File: config.mk
export PLATFORM = sky130hd
export DESIGN_NAME = load_store_unit
export DESIGN_NICKNAME = d
export VERILOG_FILES = /design/src/rtl/lsu_pkg.sv /design/src/rtl/lsu_lane.sv /design/src/rtl/load_store_unit.sv
export SDC_FILE = /design/constraint.sdc
export NUM_CORES = 1
export LEC_CHECK = 0
export CAP_MARGIN = 20
export CORE_MARGIN = 1
export CORE_UTILIZATION = 25
export CTS_CLUSTER_SIZE = 14
export DETAILED_ROUTE_END_ITERATION = 8
export DONT_BUFFER_PORTS = 1
export GPL_ROUTABILITY_DRIVEN = 1
export GPL_TIMING_DRIVEN = 0
export PLACE_DENSITY_LB_ADDON = 0.25
export SLEW_MARGIN = 20
export SYNTH_ARGS = -nofsm -noshare
export SYNTH_HDL_FRONTEND = slang
export SYNTH_SLANG_ARGS = --single-unit
File: constraint.sdc
create_clock -name i_clk -period 3.1 [get_ports i_clk]
set_input_delay 0.465 -clock i_clk [delete_from_list [all_inputs] [get_ports i_clk]]
set_output_delay 0.465 -clock i_clk [all_outputs]
set_load 0.01 [all_outputs]
File: src/rtl/lsu_pkg.sv
// Shared encodings for the load/store unit: funct3 codes, FSM states, memory depth.
package lsu_pkg;
  localparam int IDX_W = 11;
  localparam logic [IDX_W-1:0] MEM_WORDS = 11'd1028;

  localparam logic [2:0] F3_B  = 3'b000;
  localparam logic [2:0] F3_H  = 3'b001;
  localparam logic [2:0] F3_W  = 3'b010;
  localparam logic [2:0] F3_BU = 3'b100;
  localparam logic [2:0] F3_HU = 3'b101;

  typedef enum logic [1:0] {IDLE, MERGE, WRITE} state_e;

  function automatic logic f3_bad(input logic [2:0] f3);
    return f3 inside {3'b011, 3'b110, 3'b111};
  endfunction
endpackage

File: src/rtl/lsu_lane.sv
// Combinational lane logic: load lane select + sign/zero extend, and store lane merge.
module lsu_lane import lsu_pkg::*; (
  input  logic [2:0]  funct3,
  input  logic [1:0]  lane,
  input  logic [31:0] rword,
  input  logic [31:0] wdata,
  output logic [31:0] ldata,
  output logic [31:0] merged
);
  logic [7:0]  b;
  logic [15:0] h;

  always_comb begin
    b      = rword[{lane, 3'b000} +: 8];
    h      = lane[1] ? rword[31:16] : rword[15:0];
    ldata  = rword;
    merged = rword;
    case (funct3)
      F3_B:    ldata = {{24{b[7]}}, b};
      F3_BU:   ldata = {24'b0, b};
      F3_H:    ldata = {{16{h[15]}}, h};
      F3_HU:   ldata = {16'b0, h};
      default: ldata = rword;
    endcase
    // Stores only care about the size bits; the unsigned variants alias B/H.
    case (funct3[1:0])
      2'b00:   merged[{lane, 3'b000} +: 8] = wdata[7:0];
      2'b01:   if (lane[1]) merged[31:16] = wdata[15:0];
               else         merged[15:0]  = wdata[15:0];
      default: merged = wdata;
    endcase
  end
endmodule

File: src/rtl/load_store_unit.sv
// RV32I load/store unit with read-modify-write for sub-word stores.
// Optional LSU_MISALIGN_TRAP_EN: fault misaligned H/W accesses instead of force-aligning.
module load_store_unit import lsu_pkg::*; (
  input  logic              i_clk,
  input  logic              i_rstn,
  input  logic              i_valid,
  input  logic              i_MemRead,
  input  logic              i_MemWrite,
  input  logic [2:0]        i_funct3,
  input  logic [31:0]       i_addr,
  input  logic [31:0]       i_wdata,
  output logic              o_ready,
  output logic              o_rvalid,
  output logic [31:0]       o_rdata,
  output logic              o_sdone,
  output logic              o_fault,
  output logic [IDX_W-1:0]  o_mem_addr,
  output logic              o_mem_we,
  output logic [31:0]       o_mem_wdata,
  input  logic [31:0]       i_mem_rdata
);
  state_e             state;
  logic [IDX_W-1:0]   idx_q;
  logic [31:0]        data_q;
  logic [2:0]         f3_q;
  logic [1:0]         lane_q;
  logic [IDX_W-1:0]   idx;
  logic [1:0]         lane;
  logic               misalign, fault;
  logic [2:0]         sel_f3;
  logic [1:0]         sel_lane;
  logic [31:0]        ldata, merged;
  logic               unused_addr_hi;

  assign idx            = i_addr[12:2];
  assign unused_addr_hi = ^i_addr[31:13];

  always_comb begin
    lane     = i_addr[1:0];
    misalign = 1'b0;
`ifdef LSU_MISALIGN_TRAP_EN
    misalign = (i_funct3[1:0] == 2'b01 && i_addr[0]) ||
               (i_funct3[1:0] == 2'b10 && i_addr[1:0] != 2'b00);
`else
    if (i_funct3[1:0] == 2'b01)      lane[0] = 1'b0;
    else if (i_funct3[1:0] == 2'b10) lane    = 2'b00;
`endif
  end

  assign fault       = (idx >= MEM_WORDS) || f3_bad(i_funct3) || misalign;
  assign o_ready     = (state == IDLE);
  assign o_mem_addr  = (state == IDLE) ? idx : idx_q;
  assign o_mem_wdata = data_q;

  // One lane unit serves both the IDLE load path and the MERGE step.
  assign sel_f3   = (state == IDLE) ? i_funct3 : f3_q;
  assign sel_lane = (state == IDLE) ? lane : lane_q;

  lsu_lane u_lane (
    .funct3 (sel_f3),
    .lane   (sel_lane),
    .rword  (i_mem_rdata),
    .wdata  (data_q),
    .ldata  (ldata),
    .merged (merged)
  );

  always_ff @(posedge i_clk or negedge i_rstn) begin
    if (!i_rstn) begin
      state    <= IDLE;
      idx_q    <= '0;
      data_q   <= '0;
      f3_q     <= '0;
      lane_q   <= '0;
      o_rdata  <= '0;
      o_rvalid <= 1'b0;
      o_sdone  <= 1'b0;
      o_fault  <= 1'b0;
      o_mem_we <= 1'b0;
    end else begin
      o_rvalid <= 1'b0;
      o_sdone  <= 1'b0;
      o_fault  <= 1'b0;
      o_mem_we <= 1'b0;
      case (state)
        IDLE: if (i_valid && (i_MemRead || i_MemWrite)) begin
          if (fault) begin
            o_fault <= 1'b1;
            if (!i_MemWrite) o_rdata <= '0;
          end else if (i_MemWrite) begin
            idx_q  <= idx;
            data_q <= i_wdata;
            f3_q   <= i_funct3;
            lane_q <= lane;
            if (i_funct3[1:0] == 2'b10) begin
              state    <= WRITE;
              o_mem_we <= 1'b1;
              o_sdone  <= 1'b1;
            end else begin
              state <= MERGE;
            end
          end else begin
            o_rdata  <= ldata;
            o_rvalid <= 1'b1;
          end
        end
        MERGE: begin
          data_q   <= merged;
          state    <= WRITE;
          o_mem_we <= 1'b1;
          o_sdone  <= 1'b1;
        end
        WRITE:   state <= IDLE;
        default: state <= IDLE;
      endcase
    end
  end
endmodule

* Word-level counts from Yosys, hierarchy flattened *
Cells that the tools add are included.
Widths: inputs -> output; s select.

cells by class
  add/subtract/negate cells = 1
  bitwise logic cells = 2
  order comparisons = 1
  reduce and logical (&&, ||, !) cells = 13
  shift operators = 3
  equality and inequality tests = 15
  mux-type cells = 36

operators with widths
  kind                    count
  $mux 32                 6
  $pmux 32 s2             2
  $pmux 32 s4             1
  $mux 16                 3
  $bwmux 32               1
  $shift 8x7->32 const A  1
  $shiftx 32x6->8         1
  $shiftx 8x7->32         1
  $mux 1                  13
  $eq 3x3->1 const B      4
  $mux 2                  6
  $ge 11x11->1 const B    1
  $mux 11                 1
  $neg 5->7               1
  $eq 2x1->1 const B      3
  $reduce_and 3->1        2
  $reduce_and 6->1        1
  $reduce_and 5->1        1
  $logic_not 2->1         2
  $ne 2x2->1 const B      2
  $pmux 2 s2              1
  $reduce_and 4->1        1
  $eq 3x1->1 const B      1
  $eq 3x2->1 const B      1
  other kinds (12)        14

storage, ports and cells
  bits of input ports = 104
  flip-flop bits (word level) = 85
  output and inout port bits = 80
  logic and storage cells = 81

* Depth between registers and ports, before layout *
Gate-level depths: netlist (run 1).

  word-level depth = 9
  gate-level depth with buffers = 11
  mapped depth without buffers = 9

* Modules after synthesis *
Synthesis (run 1) repeated with hierarchy kept, for this count alone.

unflattened totals
  cells, all modules = 591
  area total of the unflattened synthesis = 5,617.9 um2

modules (own cells, without submodules)
  module           sequential area each (um2)  cells an instance  instances  area each (um2)
  load_store_unit  2,127.0                     336                1          3,739.8
  lsu_lane         0.0                         255                1          1,878.1

* Worst setup path after synthesis (run 1) *
Ideal clock, no wire load.

  kind = input port to flip-flop
  start point = in i_funct3[1]
  end point = reg data_q[17] (netlist: o_mem_wdata[17])
  data arrival time = 2.710 ns
  library setup time = 0.126 ns
  data required time = 2.974 ns
  stages = 11
  buffers on the path = 4
  slack = 0.264 ns
  cell sequence = buf_2 > nor2b_1 > o31a_1 > buf_2 > clkbuf_1 > ha_1 > nor2b_1 > a41o_1 > and2_0 > clkbuf_1 > a221o_1

on the way
  word-level cells in the longest chain between the ends = 9
  elaborated cells on any way between the ends = 24
  those cells by class = add/sub: 1; eq/ne: 8; shift: 2; mux: 9; reduce/logical: 4

RTL lines
  item                                               RTL line                source
  from (decl)                                        load_store_unit.sv:9    input logic [2:0] i_funct3,
  $eq 2x2->1                                         load_store_unit.sv:46   else if (i_funct3[1:0] == 2'b10) lane = 2'b00;
  $mux 2                                             load_store_unit.sv:46
  $mux 1                                             load_store_unit.sv:45   if (i_funct3[1:0] == 2'b01) lane[0] = 1'b0;
  $mux 2                                             load_store_unit.sv:57   assign sel_lane = (state == IDLE) ? lane : lane_q;
  $neg 5->7                                          lsu_lane.sv:27          2'b00: merged[{lane, 3'b000} +: 8] = wdata[7:0];
  $shiftx 8x7->32 or $shift 8x7->32 (tied branches)  lsu_lane.sv:27
  $bwmux 32                                          lsu_lane.sv:27
  $pmux 32 s2                                        lsu_lane.sv:26          case (funct3[1:0])
  $pmux 32 s2                                        load_store_unit.sv:85   case (state)
  to (signal assigned)                               load_store_unit.sv:92   data_q <= i_wdata;
  to (signal assigned)                               load_store_unit.sv:108  data_q <= merged;
  to (decl)                                          load_store_unit.sv:24   logic [31:0] data_q;

Parallel ways exist; a longest one is shown, timed or not.
A chain may end at the register's enable or synchronous reset.

* Worst setup path after layout (run 1) *
  start point = reg state[0]
  end point = out o_mem_addr[7]

on the way
  word-level cells in the longest chain between the ends = 2

RTL lines
  item                    RTL line                source
  from (decl)             load_store_unit.sv:22   state_e state;
  from (signal assigned)  load_store_unit.sv:70   state <= IDLE;
  from (signal assigned)  load_store_unit.sv:96   state <= WRITE;
  from (signal assigned)  load_store_unit.sv:100  state <= MERGE;
  $logic_not 2->1         --
  net o_ready             load_store_unit.sv:12   output logic o_ready,
  $mux 11                 load_store_unit.sv:52   assign o_mem_addr = (state == IDLE) ? idx : idx_q;
  to (decl)               load_store_unit.sv:17   output logic [IDX_W-1:0] o_mem_addr,

The timed path passes the listed nets, and every way through them passes these cells.

==> results of run 1 <==
stage by stage:
stage,total power [mW],std cells,hold slack (ns),cell area (sq um),util
floorplan,2.06,539,0.169,5060,-
global placement,2.30,804,0.172,5390,0.274
detailed placement,2.32,804,0.172,5390,0.274
global route,3.59,821,0.0537,5740,0.292
finish,3.41,824,0.0158,5750,0.293
CTS,3.44,820,0.0390,5720,0.291
power by group:
part / leakage, nW / switching [mW] / total, mW / internal, mW
registers: 1.08 / 0.321 / 1.64 / 1.32
logic: 1.15 / 0.407 / 0.701 / 0.294
clock network: 0.148 / 0.481 / 1.08 / 0.597
state kept, by name, indices dropped and copies added, names as in the netlist:
signal       count
o_mem_we         1
o_mem_wdata     32
o_fault          1
f3_q             3
o_rdata         32
idx_q           11
o_rvalid         1
state            2
lane_q           2
worst reg2reg max path, stage by stage, from the launching register on:
cell and delay [ns]:
dfrtp_1 0.35, clkbuf_1 0.33, o21ai_0 0.14, o31a_1 0.14
clkbuf_4 0.27, ha_1 0.40, nor2b_1 0.28, nor3b_4 0.42
a221oi_1 0.16, o31ai_1 0.28
routing by layer:
layer | global-route usage | vias to the layer above | wire, um
li1 | - | 2050 | -
met1 | 0.216 | 2203 | 7340
met2 | 0.293 | 211 | 8870
met3 | 0.0745 | 45 | 2140
met4 | 0.0859 | 0 | 688
met5 | 0 | - | 0
repair_timing:
item	in CTS	in global routing
setup buffers	0	1
hold buffers	1	0
gates resized for setup	1	5
setup endpoints to repair	23	29
pin swaps	0	1
hold endpoints to repair	85	0
cells by family (layout without fill, tap and decap cells):
group                    after synthesis  in the layout  share of synthesized area
multiplexers                          40             40                     0.0866
other                                  0              3                          0
AO/OA/AOI/OAI                        179            179                      0.268
AND/OR/NAND/NOR                      172            172                      0.160
XOR/XNOR                               1              1                    0.00173
flip-flops                            85             85                      0.421
adder cells (fa/ha/maj)                5              5                     0.0124
buffers and inverters                 57             74                     0.0500
Yosys cell counts, types with 5 or more instances:
master / number
a22o_1: 9
ha_1: 5
buf_2: 9
a21oi_1: 16
o21ai_0: 22
clkbuf_1: 23
o221ai_1: 10
mux2i_1: 13
and2_1: 8
o22ai_1: 10
a22oi_1: 8
a221o_1: 7
dfrtp_1: 85
a221oi_1: 20
inv_1: 15
mux2_2: 26
nor2_1: 18
nand2_1: 108
o31ai_1: 37
nand4_1: 7
worst min-delay path by stage:
stage | startpoint | endpoint | slack, ns
2_1_floorplan | i_rstn | f3_q[0] | 0.17
3_3_place_gp | i_rstn | idx_q[6] | 0.17
3_5_place_dp | i_rstn | idx_q[6] | 0.17
4_1_cts | i_rstn | o_rdata[9] | 0.04
5_1_grt | i_rstn | o_rdata[5] | 0.05
6_report | i_rstn | lane_q[0] | 0.02
layout make-up:
type | count | area share
Inverter | 19 | 0.0133
Tap cell | 265 | 0.0577
Buffer | 37 | 0.0307
Antenna cell | 3 | 0.00131
Clock inverter | 5 | 0.00740
Sequential cell | 85 | 0.370
Multi-Input combinational cell | 397 | 0.470
Clock buffer | 11 | 0.0440
Timing Repair Buffer | 2 | 0.00609
==> summary.md, run 1 <==
| Metric | Value |
|---|---|
| Worst r2r dst | `o_mem_wdata[11]` |
| WL final | `~19,000 um` |
| Seq cells post-synth | `85` |
| Synthesized area per cell | `9.38 sq um` |
| Largest net degree at the start of global routing | `86` |
| Slew Viols, Final | `0` |
| Peak Freq | `between 300 and 400 MHz` |
| Final #Nets | `660` |
| Crit path arrival time | `approximately 2.5 ns` |
| H-tree Lvls | `3` |
| Initial core utilization | `0.257` |
| Distinct cells, synth | `70` |
| Final worst setup slack | `between 0.15 and 0.2 ns` |
| Number of global-route vias before repair | `4,454` |
| Remaining DRCs | `0` |
| Max-slew headroom | `0.497` |
| Area leader, netlist | `dfrtp_1` |
| Initial DRC count | `roughly 320` |
| Synth Instances | `around 540` |
| Area Overhead vs Synth | `13.7%` |
| Clock tree root buffer cell | `clkbuf_16` |
| CORE AREA | `~0.02 sq mm` |
| Most frequent cells in the layout | `108 x nand2_1, 85 x dfrtp_1, 37 x o31ai_1` |
| Total GRT Usage | `0.184` |
| Seq. cell area | `0.00213 sq mm` |
| Max VDD drop | `approximately 0.22 mV` |
| Port-buffer cells | `0` |
| Kind of end point of the critical path | `output pin` |
| Hold Path Class | `input pin to async pin` |
| Leading cell type in the layout, fill and taps excluded | `nand2_1` |
| Synth area leaders | `dfrtp_1 42%, nand2_1 8.0%, mux2_2 5.8%, o31ai_1 5.5%, a221oi_1 3.5%` |
| Clk_skew | `0.0100 ns` |
| Rows | `just over 50` |
| Crit Path Class | `flop to output pin` |
| Fin crit period | `around 3 ns` |
| FILL cells | `2,124` |
| Synthesized area | `0.00506 sq mm` |
| Path depth of the worst reg2reg path | `9` |
| Worst-skew pair later-pin latency | `0.36 ns` |
| Fin crit share | `0.940` |
| Status | `complete, no violations` |
| Share of cells above drive strength 1 | `0.138` |
| Max FO, Critical Path | `10` |
| CP Launch Point | `state[0]` |
| Cell depth of the worst setup path | `8` |
| Worst setup path end | `o_mem_addr[7]` |
| Most Frequent Cell on Critical Path | `nand2_1` |
| Setup violators final | `0` |
| Top-area cell type share of the netlist area | `0.421` |
| Post-synth ARST share | `1.00` |
| Clock transition at path regs | `0.06 ns` |
| CTS tree | `yes` |
| CTS Buf Count | `9` |
| Final RePlAce weighted congestion | `roughly 0.88` |
| Setup TNS | `0 ns` |
| Pwr dens | `approximately 590 mW/mm^2` |
| R2R setup slack | `~0.25 ns` |
| Post-synth EDFFs | `0` |
| Largest stage delay on the critical path | `~0.40 ns` |
| CP bufs+invs | `5` |
| Pre-CTS WS | `-0.341 ns` |
| Vias | `around 4,500` |
| First-pass GRT wire length | `~28,000 um` |
| Worst-Margin Slew | `0.750 ns` |
| Required time worst endpoint | `~2.6 ns` |
| Sequential-to-total area share from yosys stat | `0.421` |
| ANT nets after route | `0` |
| Unrepaired setup endpoints after global routing | `no` |
| Vias per cell | `approximately 5.5` |
| DR WL/cell | `about 23 um` |
| Max clock buf depth | `2` |
| DP HPWL | `approximately 15,000 um` |
| Static leakage | `approximately 2.4 nW` |
| Drt pass-1 iters | `5` |
| Syn_nets | `648` |
| Boundary pin count | `about 180` |
| Initial antenna violation count | `1` |
| Maxcap violations | `0` |
| R2r startpoint | `state[1]` |
| Critical path startpoint category | `flop` |
| CTS Sinks | `85` |
| Die ar. | `0.0208 sq mm` |
| Area of the multi-input gates | `approximately 0.0027 sq mm` |
| Delay-heaviest family, CP | `buffers and inverters` |
| Synth Warn # | `0` |
| CP Cell Sequence | `or2_1, buf_4, inv_2, buf_2, buf_1, clkbuf_2, nand2_1, nand2_1` |
| GRT Residual Overflow | `0` |
| Top_reg_cell synth | `dfrtp_1` |
| Die height | `between 100 and 150 um` |
| Final Hold Vio Count | `0` |
| CP max-delay cell | `dfrtp_1` |
| Chip width | `roughly 140 um` |
(Power assumes the default switching activity.)
==> run 2: changes to the inputs <==
CORE_MARGIN = not set   (was 1)
==> results of run 2 <==
No change in the layout: final DEF, timing and power equal those of run 1.
==> run 3: changes to the inputs <==
CAP_MARGIN = 30   (was 20)
CORE_MARGIN = 1   (was not set)
CTS_CLUSTER_DIAMETER = 50   (was not set)
==> results of run 3 <==
No change in the layout: final DEF, timing and power equal those of run 1.
==> patch, RTL diff (settings of run 2) <==
Reset style: synchronous (`i_rstn`), changed in one clocked block.
--- a/src/rtl/load_store_unit.sv
+++ b/src/rtl/load_store_unit.sv
@@ -65,7 +65,7 @@
     .merged (merged)
   );
 
-  always_ff @(posedge i_clk or negedge i_rstn) begin
+  always_ff @(posedge i_clk) begin
     if (!i_rstn) begin
       state    <= IDLE;
       idx_q    <= '0;
Formal check against the unedited RTL: differs if i_rstn is asserted again (counterexample within 4 cycles, from zero or initial values and one cycle with i_rstn low); with i_rstn held inactive, the same outputs for 4 cycles.
==> patch against run 2 <==
Power down 21%; cell area fell by 0.33%; count of clock-buffer cells in the layout shrank 2; wire length up 11%; non-clock buffer count grew 16; sequential cell count did not move; clock power grew 7%; setup slack worse by 0.034 ns; hold slack improved by 0.24 ns; clock skew down 0.0022 ns; synthesized area is 0.17% lower; critical path type is now flop to flop; largest cell class unchanged.
==> patch: results (changes against run 2) <==
\begin{tabular}{lr}
\hline
Metric & Value \\
\hline
\multicolumn{2}{l}{\textbf{Synth}} \\
\quad Avg Cell Area, Syn & 8.45 um2 (-9.9\%) \\
\quad Async set-reset flop share out of synthesis & 0\% (-100 points) \\
\quad Syn Std Cell Area & 5050 um2 (-0.17\%) \\
\quad Commonest cells post-synth & sky130\_fd\_sc\_hd\_\_dfxtp\_1 (85), sky130\_fd\_sc\_hd\_\_nand2\_1 (85), sky130\_fd\_sc\_hd\_\_o21ai\_0 (44), sky130\_fd\_sc\_hd\_\_nor2\_1 (35), sky130\_fd\_sc\_hd\_\_clkbuf\_1 (32) \\
\multicolumn{2}{l}{\textbf{Finish}} \\
\quad Area taken by flip-flops and latches & 1700 um2 (-20\%) \\
\quad Number of standard cells in the layout, taps in and fillers out & 879 (+6.7\%) \\
\quad Antenna Cells & 1 (-2) \\
\quad Post-synthesis to final-layout area growth & 13.5\% \\
\quad Fraction of final layout cells sized beyond drive strength 1 & 15.0\% (+1.2 points) \\
\multicolumn{2}{l}{\textbf{Pwr}} \\
\quad Static Leakage & 2.06 nW (-14\%) \\
\multicolumn{2}{l}{\textbf{Worst setup path}} \\
\quad Crit-path max cell delay & 0.32 ns (-0.08 ns) \\
\quad Worst R2R Setup Slack & 0.15 ns (-0.10 ns) \\
\quad Max stage delay cell, worst path & sky130\_fd\_sc\_hd\_\_ha\_2 \\
\quad Reg-to-Reg End & o\_mem\_wdata[28] \\
\multicolumn{2}{l}{\textbf{Global route}} \\
\quad Number of antenna violations at the first check in global routing & 2 (+1) \\
\quad Met2 track demand over resource in global routing & 31.0\% (+1.7 points) \\
\quad Global-route track usage on met3 & 7.55\% (+0.099 points) \\
\multicolumn{2}{l}{\textbf{Place}} \\
\quad Half-perimeter wire length of the detailed placement result & 16,400 um (+11\%) \\
\quad Minimum setup slack after placement & -0.360 ns (-0.0196 ns) \\
\quad Final GP Congestion & 0.938 (+6.6\%) \\
\multicolumn{2}{l}{\textbf{Drt}} \\
\quad Met2 wirelength from detailed routing & 9420 um (+6.2\%) \\
\quad Met3 routed WL & 2260 um (+5.7\%) \\
\multicolumn{2}{l}{\textbf{Timing}} \\
\quad Worst max-slew margin expressed relative to the limit & 32.8\% (-17 points) \\
\quad Layout Skew & 0.00780 ns (-0.00222 ns) \\
\quad Worst hold margin & 0.254 ns (+0.238 ns) \\
\multicolumn{2}{l}{\textbf{CTS}} \\
\quad Post-cts repair resize count & 6 (+5) \\
\quad Buffers inserted by post-CTS timing repair & 1 (+1) \\
\multicolumn{2}{l}{\textbf{Run status}} \\
\quad Result of the run & completed \\
\hline
\end{tabular}
==> patch: logic make-up (layout without fill, tap and decap cells) <==
group / count (synthesis) / count (layout) / synth area share [%]
multiplexers: 47 / 47 / 9.92
AO/OA/AOI/OAI: 199 / 199 / 30.0
flip-flops: 85 / 85 / 33.7
adder cells (fa/ha/maj): 5 / 5 / 1.24
other: 0 / 1 / 0
buffers and inverters: 74 / 90 / 6.74
AND/OR/NAND/NOR: 187 / 187 / 18.4
==> patch: worst max-delay path by stage <==
stage	startpoint	endpoint	cells past startpoint
finish	state[1]	o_mem_wdata[28]	13
global route	state[1]	o_mem_wdata[24]	13
CTS	state[1]	o_mem_wdata[28]	13
detailed placement	state[1]	o_mem_wdata[20]	11
global placement	state[1]	o_mem_wdata[16]	11
floorplan	i_funct3[0]	o_mem_wdata[2]	11
==> patch: power breakdown <==
part           leakage (nW)  switching [mW]  internal (mW)  total (mW)
combinational          1.22           0.229          0.139       0.368
sequential            0.689          0.0557           1.12        1.18
clock                 0.149           0.518          0.638        1.16
